===== config.mk =====
export PLATFORM = sky130hd
export DESIGN_NAME = com_uart_tx_flat
export DESIGN_NICKNAME = d
export VERILOG_FILES = /design/src/rtl/com_uart_tx_if.sv /design/src/rtl/com_uart_tx.sv /design/src/flat_wrapper.sv
export SDC_FILE = /design/constraint.sdc
export NUM_CORES = 1
export LEC_CHECK = 0
export ABC_AREA = 1
export BUFFER_PORTS_ARGS = -buffer_cell sky130_fd_sc_hd__buf_2
export CAP_MARGIN = 20
export CORE_MARGIN = 5
export CORE_UTILIZATION = 54
export CTS_CLUSTER_SIZE = 40
export DETAILED_ROUTE_END_ITERATION = 7
export PLACE_DENSITY = 0.82
export SYNTH_ARGS = -nofsm -noshare
export SYNTH_HDL_FRONTEND = slang
export SYNTH_SLANG_ARGS = --single-unit

===== constraint.sdc =====
create_clock -name clk -period 2.4 [get_ports clk]
set_clock_uncertainty 0.2 [all_clocks]
set_input_delay 0.12 -clock clk [delete_from_list [all_inputs] [get_ports clk]]
set_output_delay 0.12 -clock clk [all_outputs]
set_load 0.02 [all_outputs]

===== src/rtl/com_uart_tx_if.sv =====
// Byte strobe in from the CPU communication port, UART line and status out.
// Latency: none, wires only.
// Backpressure: none on the strobe; the producer watches fifo_full or accepts drops.
// Ports: byte_valid/byte_in carry bytes toward the transmitter; fifo_full, busy,
//        overflow and tx come back from it.
interface com_uart_tx_if;
  logic       byte_valid;
  logic [7:0] byte_in;
  logic       fifo_full;
  logic       busy;
  logic       overflow;
  logic       tx;

  modport master (
    output byte_valid, byte_in,
    input  fifo_full, busy, overflow, tx
  );

  modport slave (
    input  byte_valid, byte_in,
    output fifo_full, busy, overflow, tx
  );
endinterface


===== src/rtl/com_uart_tx.sv =====
// Buffers CPU result bytes in a small FIFO and sends each one as an 8N1 UART frame on tx.
// Latency: byte in at edge E, start bit driven after E+1; one frame is 10*CLKS_PER_BIT cycles.
// Backpressure: none; a byte that arrives while the FIFO is full is dropped and overflow sticks.
// Ports: clk (CPU clock), reset (async, active low), cport (slave side of com_uart_tx_if):
//        byte_valid/byte_in in, fifo_full/busy/overflow/tx out.
module com_uart_tx #(
  parameter int CLKS_PER_BIT = 434,
  parameter int FIFO_DEPTH   = 16
) (
  input  logic          clk,
  input  logic          reset,
  com_uart_tx_if.slave  cport
);

  localparam int PW = $clog2(FIFO_DEPTH);
  localparam int TW = $clog2(CLKS_PER_BIT);

  typedef enum logic [1:0] {IDLE, START, DATA, STOP} state_t;

  // FIFO storage and bookkeeping
  logic [7:0]    mem [FIFO_DEPTH];
  logic [PW-1:0] rd_ptr;
  logic [PW-1:0] wr_ptr;
  logic [PW:0]   count;
  logic [PW:0]   count_next;
  logic          full_q;
  logic          ovf_q;

  // transmitter
  state_t        state;
  logic [TW-1:0] timer;
  logic [2:0]    bit_idx;
  logic [7:0]    shift;
  logic          tx_q;

  logic bit_done;
  logic pop;
  logic push;
  logic drop;

  assign bit_done = (timer == TW'(CLKS_PER_BIT - 1));

  // The transmitter takes a byte whenever it is idle, or at the very end of a
  // stop bit so the next start bit follows with no gap.
  always_comb begin
    pop  = 1'b0;
    push = 1'b0;
    drop = 1'b0;
    if (count != '0) begin
      pop = (state == IDLE) || ((state == STOP) && bit_done);
    end
    push = cport.byte_valid && ((count != (PW+1)'(FIFO_DEPTH)) || pop);
    drop = cport.byte_valid && !push;
  end

  always_comb begin
    count_next = count;
    case ({push, pop})
      2'b10:   count_next = count + 1'b1;
      2'b01:   count_next = count - 1'b1;
      default: count_next = count;
    endcase
  end

  // Storage is not reset: entries are only meaningful below count.
  always_ff @(posedge clk) begin
    if (push) begin
      mem[wr_ptr] <= cport.byte_in;
    end
  end

  always_ff @(posedge clk or negedge reset) begin
    if (!reset) begin
      rd_ptr <= '0;
      wr_ptr <= '0;
      count  <= '0;
      full_q <= 1'b0;
      ovf_q  <= 1'b0;
    end else begin
      if (push) wr_ptr <= wr_ptr + 1'b1;
      if (pop)  rd_ptr <= rd_ptr + 1'b1;
      count  <= count_next;
      full_q <= (count_next == (PW+1)'(FIFO_DEPTH));
      if (drop) ovf_q <= 1'b1;
    end
  end

  // Frame sequencer. tx is registered and set for the state being entered, so
  // the line changes on the same edge as the state.
  always_ff @(posedge clk or negedge reset) begin
    if (!reset) begin
      state   <= IDLE;
      timer   <= '0;
      bit_idx <= '0;
      shift   <= '0;
      tx_q    <= 1'b1;
    end else begin
      case (state)
        IDLE: begin
          timer <= '0;
          tx_q  <= 1'b1;
          if (pop) begin
            shift <= mem[rd_ptr];
            state <= START;
            tx_q  <= 1'b0;
          end
        end
        START: begin
          if (bit_done) begin
            timer   <= '0;
            bit_idx <= '0;
            state   <= DATA;
            tx_q    <= shift[0];
          end else begin
            timer <= timer + 1'b1;
          end
        end
        DATA: begin
          if (bit_done) begin
            timer <= '0;
            if (bit_idx == 3'd7) begin
              state <= STOP;
              tx_q  <= 1'b1;
            end else begin
              shift   <= {1'b0, shift[7:1]};
              bit_idx <= bit_idx + 1'b1;
              tx_q    <= shift[1];
            end
          end else begin
            timer <= timer + 1'b1;
          end
        end
        STOP: begin
          if (bit_done) begin
            timer <= '0;
            if (pop) begin
              shift <= mem[rd_ptr];
              state <= START;
              tx_q  <= 1'b0;
            end else begin
              state <= IDLE;
              tx_q  <= 1'b1;
            end
          end else begin
            timer <= timer + 1'b1;
          end
        end
        default: begin
          state <= IDLE;
          timer <= '0;
          tx_q  <= 1'b1;
        end
      endcase
    end
  end

  assign cport.tx        = tx_q;
  assign cport.fifo_full = full_q;
  assign cport.overflow  = ovf_q;
  assign cport.busy      = (state != IDLE) || (count != '0);

endmodule


===== src/flat_wrapper.sv =====
// flat-port wrapper written by rule: the top's interface ports become plain ports
module com_uart_tx_flat 
#(
  parameter int CLKS_PER_BIT = 434,
  parameter int FIFO_DEPTH   = 16
)
  (clk, reset, cport_byte_valid, cport_byte_in, cport_fifo_full, cport_busy, cport_overflow, cport_tx);
  com_uart_tx_if cport_i ();
  input  logic clk;
  input  logic reset;
  input wire logic [$bits(cport_i.byte_valid)-1:0] cport_byte_valid;
  input wire logic [$bits(cport_i.byte_in)-1:0] cport_byte_in;
  output wire logic [$bits(cport_i.fifo_full)-1:0] cport_fifo_full;
  output wire logic [$bits(cport_i.busy)-1:0] cport_busy;
  output wire logic [$bits(cport_i.overflow)-1:0] cport_overflow;
  output wire logic [$bits(cport_i.tx)-1:0] cport_tx;
  assign cport_i.byte_valid = cport_byte_valid;
  assign cport_i.byte_in = cport_byte_in;
  assign cport_fifo_full = cport_i.fifo_full;
  assign cport_busy = cport_i.busy;
  assign cport_overflow = cport_i.overflow;
  assign cport_tx = cport_i.tx;
  com_uart_tx #(.CLKS_PER_BIT(CLKS_PER_BIT), .FIFO_DEPTH(FIFO_DEPTH)) u_core (.clk(clk), .reset(reset), .cport(cport_i));
endmodule

==> qor.yml, run 1 <==
clk_pin_slew_ps: 60
antenna_left: 0
clock-sinks: 166
power_frac_comb_pct: 14.5
dominantRegCellSynth: "edfxtp_1"
ys_seq_elements: 166
coreArea_um2: 13140
hold_class: "in2async"
critPathLaunchType: "register"
wirelength_mm: 16.00
vdd_ir_drop_max_mv: 0.6738
grt_max_degree: 49
fin_crit_ps: 2378
crit_arrival_ps: 2540
die_h_um: 125.2
path_cells: "ha_1, nand3_2, nand2_2, nand3_4, inv_6, fa_1, xor2_1, nand3_1, nand2_1, nor2_1, nand2_1, nor2_1"
ys_async_sr_fraction_pct: 22.89
cts_made_buffers: 17
cellPowerDensity_nw_per_um2: 847.4
pwr-share-clk_pct: 36.1
crit_required_ps: 2560
die_w_um: 125.2
htreeDepth: 4
slowest_delay_ps: 420
critical_path_class: "reg2reg"
ys_types: 40
setup_violations: 0
rsz0062_at_grt: "yes"
grt_pass1_vias: 4938
clk_latency_ps: 420
slew_headroom_pct: 40.51
vias: 4927
max_cap_viol_count: 0
final_nets: 690
avgRoutedWirePerCell_um: 18.82
fmax_ghz: 0.4205
grt_first_pass_wirelength_mm: 25.23
syn-cell-area_um2: 7161
fp-row-count: 42
netlist_instances: 608
drtIter0Drc: 448
start_util_pct: 54.50
finalSetupTns_ps: 0
place.gp.congestion: 0.8493
finalHoldViolCount: 0
route.detailed.drc: 0
port-buffer-count: 14
synth-warning-count: 0
ctsRootBufferMaster: "clkbuf_16"
p_leak_uw: 0.003188
dp_hpwl_mm: 9.534
synth_seq_area_share_pct: 66.98
status: "completed"
grt.total_usage_pct: 20.50
diodes: 0
grt_antenna_before_repair: 0
tightest_slew_ps: 892.3
synth_edf_count: 128
power_switching_uw: 1921
layout-drive-gt1-share_pct: 20.62
cp_max_fo: 4
seqPwrFrac_pct: 49.4
final_cell_area_um2: 8521
firstDrtPassIters: 5
timing.final.crit_share_pct: 99.09
crit_family: "simple AND/OR/NAND/NOR gates"
critPathBufInv: 1
synth_nets: 637
internal_power_uw: 5299
cts_tree: "yes"
synth.avg_cell_area_um2: 11.78
via_per_inst: 5.796
fillers: 915
power.share.switching_pct: 26.61
area_delta_synth_final_pct: 18.99
overflow: 0
dpl_cell_area_um2: 7615
clk_path_buf_depth: 2
io_pins: 15
drv_slew: 0
crit_path_end_kind: "register"
cpMaxStageDelayCell: "dfrtp_1"
dieArea_um2: 15660
-- cell usage in the layout (no fill, tap or decap), drive strengths merged, types with 5 or more instances in the layout --
master,synthesis,routed
o21ai,74,74
xor2,9,9
dlygate4sd3,0,10
or2,5,5
o221ai,30,30
clkbuf,16,20
dfrtp,37,37
nand3,52,52
clkinv,1,6
ha,17,17
nor2,105,105
nand2,59,59
inv,37,39
edfxtp,128,128
a21oi,8,8
buf,11,51
-- path summary, 6_finish.rpt --
check / startpoint / end / slack, ps / cells after the start
setup / recovery: u_core.state[0] / u_core.cport.fifo_full / 20 / 12
hold / removal: reset / u_core.bit_idx[1] / 160 / 2
setup reg to reg: u_core.state[0] / u_core.cport.fifo_full / 20 / 12
hold reg to reg: u_core.shift[2] / u_core.shift[2] / 290 / 2
max in group asynchronous: reset / u_core.wr_ptr[1] / 1280 / 2
min in group clk: u_core.shift[2] / u_core.shift[2] / 290 / 2
-- worst reg2reg max path, delay by kind of cell (launching register included) --
family	cells	cell delay (ps)
adders and majority gates	2	670
xor gates and xnor gates	1	180
and+or+nand+nor	8	790
buffers and inverters	1	60
DFF	1	420
-- cell families (layout without fill, tap and decap cells) --
family | Yosys count | after routing | synth area share [%]
AOI/OAI and AO/OA | 119 | 119 | 10.20
xor gates and xnor gates | 10 | 10 | 1.223
adders and majority gates | 18 | 18 | 3.250
buffers and inverters | 65 | 131 | 3.652
DFF | 166 | 166 | 66.98
and+or+nand+nor | 230 | 230 | 14.69
-- power by group through the flow --
stage	registers [uW]	logic (uW)	clock network (uW)
6_report	3570	1050	2600
3_5_place_dp	3600	830	0
5_1_grt	3590	1130	2750
4_1_cts	3550	870	2630
3_3_place_gp	3590	777	0
2_1_floorplan	3590	507	0
-- registers in the layout, indices dropped and copies added, names as in the netlist --
name,flops
u_core.bit_idx,3
u_core.shift,8
u_core.cport.fifo_full,1
u_core.cport.tx,1
u_core.cport.overflow,1
u_core.timer,9
u_core.state,2
u_core.count,5
u_core.wr_ptr,4
u_core.rd_ptr,4
u_core.mem,128
-- cells in the mapped netlist (5+ instances only) --
cell type,count,area share [%]
ha_1,17,3.0
nand2_1,54,2.8
or2_2,5,0.44
nor2_1,102,5.3
buf_2,8,0.56
a21oi_1,8,0.56
o21ai_1,7,0.49
inv_1,31,1.6
xor2_1,9,1.1
edfxtp_1,128,54
o221ai_1,30,3.7
o21ai_0,66,4.6
nand3_1,50,3.5
inv_2,6,0.31
dfrtp_1,37,13
clkbuf_1,16,0.84
-- area by class of cell --
| cell class | count | area, um2 | area share (%) |
|---|---|---|---|
| flip-flops and latches | 166 | 4796 | 56.28 |
| multi-input cells | 377 | 2267 | 26.61 |
| repair buffers | 61 | 520.5 | 6.109 |
| clock buffers | 20 | 436.7 | 5.125 |
| well taps | 176 | 220.2 | 2.584 |
| inverters | 38 | 152.6 | 1.791 |
| clock inverters | 12 | 127.6 | 1.498 |
-- layer usage --
layer | share of wire [%] | up-vias | track usage (%)
li1 | - | 2294 | -
met1 | 38 | 2356 | 24.96
met2 | 52 | 228 | 35.59
met3 | 6.9 | 49 | 4.350
met4 | 2.9 | 0 | 8.546
met5 | 0 | - | 0
-- metrics by stage --
stage               cells  power (uW)  util (%)  setup WS [ps]  hold slack (ps)
finish                850        7220     64.86          21.81            162.0
global route          850        7467     64.86         -63.02            258.3
CTS                   849        7053     63.14          3.299            189.0
detailed placement    807        4430     57.96         -47.51            88.69
global placement      807        4368     57.96          54.18            71.05
floorplan             608        4094         -          4.009           -375.6
-- what timing repair did --
action | 4_1_cts | 5_1_grt
setup buffers | 0 | 1
hold buffers | 10 | 0
setup endpoints to repair | 8 | 130
pin swaps | 0 | 12
resized for setup | 3 | 60
endpoints found under the hold margin | 173 | 0
(Power assumes the default switching activity.)
==> run 2, diff against run 1 <==
--- a/config.mk
+++ b/config.mk
@@ -5,14 +5,13 @@
 export SDC_FILE = /design/constraint.sdc
 export NUM_CORES = 1
 export LEC_CHECK = 0
-export ABC_AREA = 1
 export BUFFER_PORTS_ARGS = -buffer_cell sky130_fd_sc_hd__buf_2
 export CAP_MARGIN = 20
 export CORE_MARGIN = 5
 export CORE_UTILIZATION = 54
 export CTS_CLUSTER_SIZE = 40
 export DETAILED_ROUTE_END_ITERATION = 7
-export PLACE_DENSITY = 0.82
+export PLACE_DENSITY = 0.79
 export SYNTH_ARGS = -nofsm -noshare
 export SYNTH_HDL_FRONTEND = slang
 export SYNTH_SLANG_ARGS = --single-unit
==> constraint.sdc (replaced) <==
create_clock -name clk -period 2.5 [get_ports clk]
set_clock_uncertainty 0.2 [all_clocks]
set_input_delay 0.125 -clock clk [delete_from_list [all_inputs] [get_ports clk]]
set_output_delay 0.125 -clock clk [all_outputs]
set_load 0.02 [all_outputs]
==> run 2 against run 1 <==
  * The run now ends with setup timing left
  * Non-clock buffer count is 20 higher
  * Critical path depth is 2 lower
  * Global-route usage is 0.19 points higher
  * Sequential power is 6.2% higher
  * Final cell count is 19% lower
  * Sequential share of layout area is 0.89 points lower
  * Maximum frequency is 16% lower
  * Critical path type unchanged
  * Largest power group is now combinational cells
==> qor.yml, run 2 <==
status: "finished, violations left"  # was completed
failed_checks: "setup timing"
grt_pass1_vias: 4391  # was 4938
slew_headroom_pct: 40.25  # was 40.51%
finalNonFillerCells: 688  # was 850
max_cap_viol_count: 0  # unchanged
placedCellCount: 643  # was 807
grt.total_usage_pct: 20.69  # was 20.50%
yosysTopAreaCellShare_pct: 54.16  # was 53.68%
die_w_um: 124.6  # was 125.2 um
route.detailed.drc: 0  # unchanged
cts_tree: "yes"  # unchanged
cellPowerDensity_nw_per_um2: 1187  # was 847.4 nW/um2
grt_antenna_before_repair: 0  # unchanged
synth_top_family_by_area: "multiplexers"  # was simple AND/OR/NAND/NOR gates
ys_types: 58  # was 40
die_h_um: 124.6  # was 125.2 um
ys_async_sr_fraction_pct: 22.89  # unchanged
synth_edf_count: 128  # unchanged
synthAdderAreaFrac_pct: 3.279  # was 3.250%
coreArea_um2: 12770  # was 13140 um2
dieArea_um2: 15540  # was 15660 um2
htreeDepth: 4  # unchanged
vias: 4082  # was 4927
crit_required_ps: 2600  # was 2560 ps
io_pins: 15  # unchanged
critical_path_class: "reg2reg"  # unchanged
fp-row-count: 41  # was 42
p_leak_uw: 0.003141  # was 0.003188 uW
largest_register_ffs: 128  # unchanged
netlist_instances: 425  # was 608
synthTopCellsByArea: "edfxtp_1 (54%), dfrtp_1 (13%), mux4_2 (10%)"  # was edfxtp_1 (54%), dfrtp_1 (13%), nor2_1 (5.3%)
grt_first_pass_wirelength_mm: 24.45  # was 25.23 mm
drtIter0Drc: 519  # was 448
overflow: 0  # unchanged
yosys-top-cells-count: "edfxtp_1 (128), dfrtp_1 (37), mux4_2 (33), nor2_1 (29), a21oi_1 (25)"  # was edfxtp_1 (128), nor2_1 (102), o21ai_0 (66), nand2_1 (54), nand3_1 (50)
synth-compound-area-share_pct: 6.717  # was 10.20%
firstDrtPassIters: 5  # unchanged
layout-drive-gt1-share_pct: 34.30  # was 20.62%
fin_crit_ps: 2842  # was 2378 ps
fin_hold_ws_ps: 169.1  # was 162.0 ps
top_register: "u_core.mem"  # unchanged
dominantRegCellSynth: "edfxtp_1"  # unchanged
post-synth-top-count-cell: "edfxtp_1"  # unchanged
cts_made_buffers: 17  # unchanged
final_cell_mix: "edfxtp_1 (128), buf_4 (45), dfrtp_1 (36)"  # was edfxtp_1 (128), nor2_1 (85), o21ai_0 (66)
area_delta_synth_final_pct: 22.02  # was 18.99%
clock-sinks: 166  # unchanged
fin_ws_ps: -342.0  # was 21.81 ps
cp_max_fo: 4  # unchanged
avgRoutedWirePerCell_um: 22.27  # was 18.82 um
yosysTopAreaCell: "edfxtp_1"  # unchanged
dp_hpwl_mm: 9.455  # was 9.534 mm
tightest_slew_ps: 896.2  # was 892.3 ps
ctsRootBufferMaster: "clkbuf_16"  # unchanged
top_regs: "u_core.mem (128), u_core.timer (9), u_core.shift (8)"  # unchanged
critPathLaunchType: "register"  # unchanged
finalHoldViolCount: 0  # unchanged
clk_latency_ps: 420  # about the same
critPathLaunch: "u_core.count[0]"  # was u_core.state[0]
clk_path_buf_depth: 2  # unchanged
final_common_cell: "edfxtp_1"  # unchanged
crit_path_end_kind: "register"  # unchanged
synth.avg_cell_area_um2: 16.70  # was 11.78 um2
grt_max_degree: 39  # was 49
crit_path_end: "u_core.cport.fifo_full"  # unchanged
start_util_pct: 55.56  # was 54.50%
clk_pin_slew_ps: 60  # about the same
reg2reg_depth: 10  # was 12
synth_nets: 454  # was 637
timing.final.crit_share_pct: 113.7  # was 99.09%
crit_arrival_ps: 2940  # was 2540 ps
final_nets: 534  # was 690
fillers: 803  # was 915
place.gp.congestion: 0.7667  # was 0.8493
ys_seq_elements: 166  # unchanged
rsz0062_at_grt: "yes"  # unchanged
drv_slew: 0  # unchanged
synthXorXnorAreaFrac_pct: 2.221  # was 1.223%
fmax_ghz: 0.3519  # was 0.4205 GHz
hold_class: "in2async"  # unchanged
synth_seq_area_share_pct: 67.58  # was 66.98%
yosys.area_share.simple_pct: 6.647  # was 14.70%
wirelength_mm: 15.32  # was 16.00 mm
reg2reg_to: "u_core.cport.fifo_full"  # unchanged
antenna_left: 0  # unchanged
synth_mux_area_share_pct: 11.55  # was 0%
port-buffer-count: 14  # unchanged
r2r_slack_ps: -340  # was 20 ps
syn-cell-area_um2: 7097  # was 7161 um2
via_per_inst: 5.933  # was 5.796
vdd_ir_drop_max_mv: 0.6876  # was 0.6738 mV
power.total_uw: 10280  # was 7220 uW
synth-warning-count: 0  # unchanged
setup_violations: 36  # was 0
reg2reg_from: "u_core.count[0]"  # was u_core.state[0]
diodes: 0  # unchanged
[run 2: cell count changes in the layout (fill, tap and decap cells not counted), sizes merged, moves of 10 or more]
cell / before / now
inv: 39 / 15
buf: 51 / 71
nor2: 105 / 31
mux4: 0 / 33
o21ai: 74 / 8
xnor2: 1 / 13
a22oi: 0 / 14
nand3: 52 / 6
and2: 0 / 10
o221ai: 30 / 0
a21oi: 8 / 25
nand2: 59 / 16
[run 2: per-stage QoR]
stage / util [%] / instance area (um2) / setup TNS, ps / worst slack, ps
2_1_floorplan: - / 7126 / -814.6 / -421.8
3_3_place_gp: 61.30 / 7830 / -558.8 / -278.6
3_5_place_dp: 61.30 / 7830 / -928.8 / -408.4
4_1_cts: 67.14 / 8576 / -619.6 / -324.4
5_1_grt: 67.79 / 8660 / -7102 / -435.2
6_report: 67.79 / 8660 / -1623 / -342.0
[run 2: metal layers]
| metal | share of wire (%) | track usage [%] | vias up |
|---|---|---|---|
| met5 | 0 | 0 | - |
| met4 | 2.3 | 7.930 | 0 |
| met3 | 3.9 | 4.202 | 30 |
| met2 | 53 | 35.43 | 131 |
| met1 | 41 | 26.04 | 2111 |
| li1 | - | - | 1810 |
[run 2: kinds of logic (layout without fill, tap and decap cells)]
| logic type | Yosys count | after routing |
|---|---|---|
| AOI/OAI and AO/OA | 67 | 67 |
| DFF | 166 | 166 |
| buffers and inverters | 32 | 123 |
| and+or+nand+nor | 85 | 85 |
| adders and majority gates | 18 | 18 |
| muxes | 39 | 39 |
| xor gates and xnor gates | 18 | 18 |
[run 2: worst min-delay path by stage]
stage                        endpoint  cells past startpoint  startpoint  slack, ps
floorplan           u_core.bit_idx[0]                      0       reset       -370
global placement     u_core.rd_ptr[2]                      1       reset         80
detailed placement   u_core.rd_ptr[1]                      1       reset         90
CTS                  u_core.rd_ptr[1]                      2       reset        190
global route         u_core.rd_ptr[3]                      2       reset        250
finish               u_core.rd_ptr[3]                      2       reset        170
[run 2: worst max-delay path: stages, from the launching register on]
cell,delay (ps)
dfrtp_1,390
or4_4,570
nor2_4,140
nor3_4,70
buf_4,140
fa_2,350
a21o_1,190
a21oi_2,190
xnor2_1,170
mux2i_1,210
o22ai_1,100
[run 2: cell type report]
cell class | count | area [um2] | share of cell area [%]
clock buffer | 17 | 425.4 | 4.913
clock inverter | 13 | 155.1 | 1.792
inverter | 12 | 45.04 | 0.5202
multi-input combinational | 227 | 2335 | 26.96
sequential | 166 | 4797 | 55.40
tap | 172 | 215.2 | 2.485
timing repair buffer | 81 | 686.9 | 7.932
[run 2: what timing repair did]
| item | in CTS | in global routing |
|---|---|---|
| hold endpoints to repair | 166 | 0 |
| setup buffers | 6 | 6 |
| setup endpoints to repair | 35 | 100 |
| hold buffers | 10 | 0 |
| pin swaps | 6 | 10 |
| gates resized for setup | 5 | 27 |
[run 2: power by group]
group | switching [uW] | internal (uW)
logic | 1970 | 1910
registers | 337 | 3450
clock network | 1050 | 1560
total | 3360 | 6920
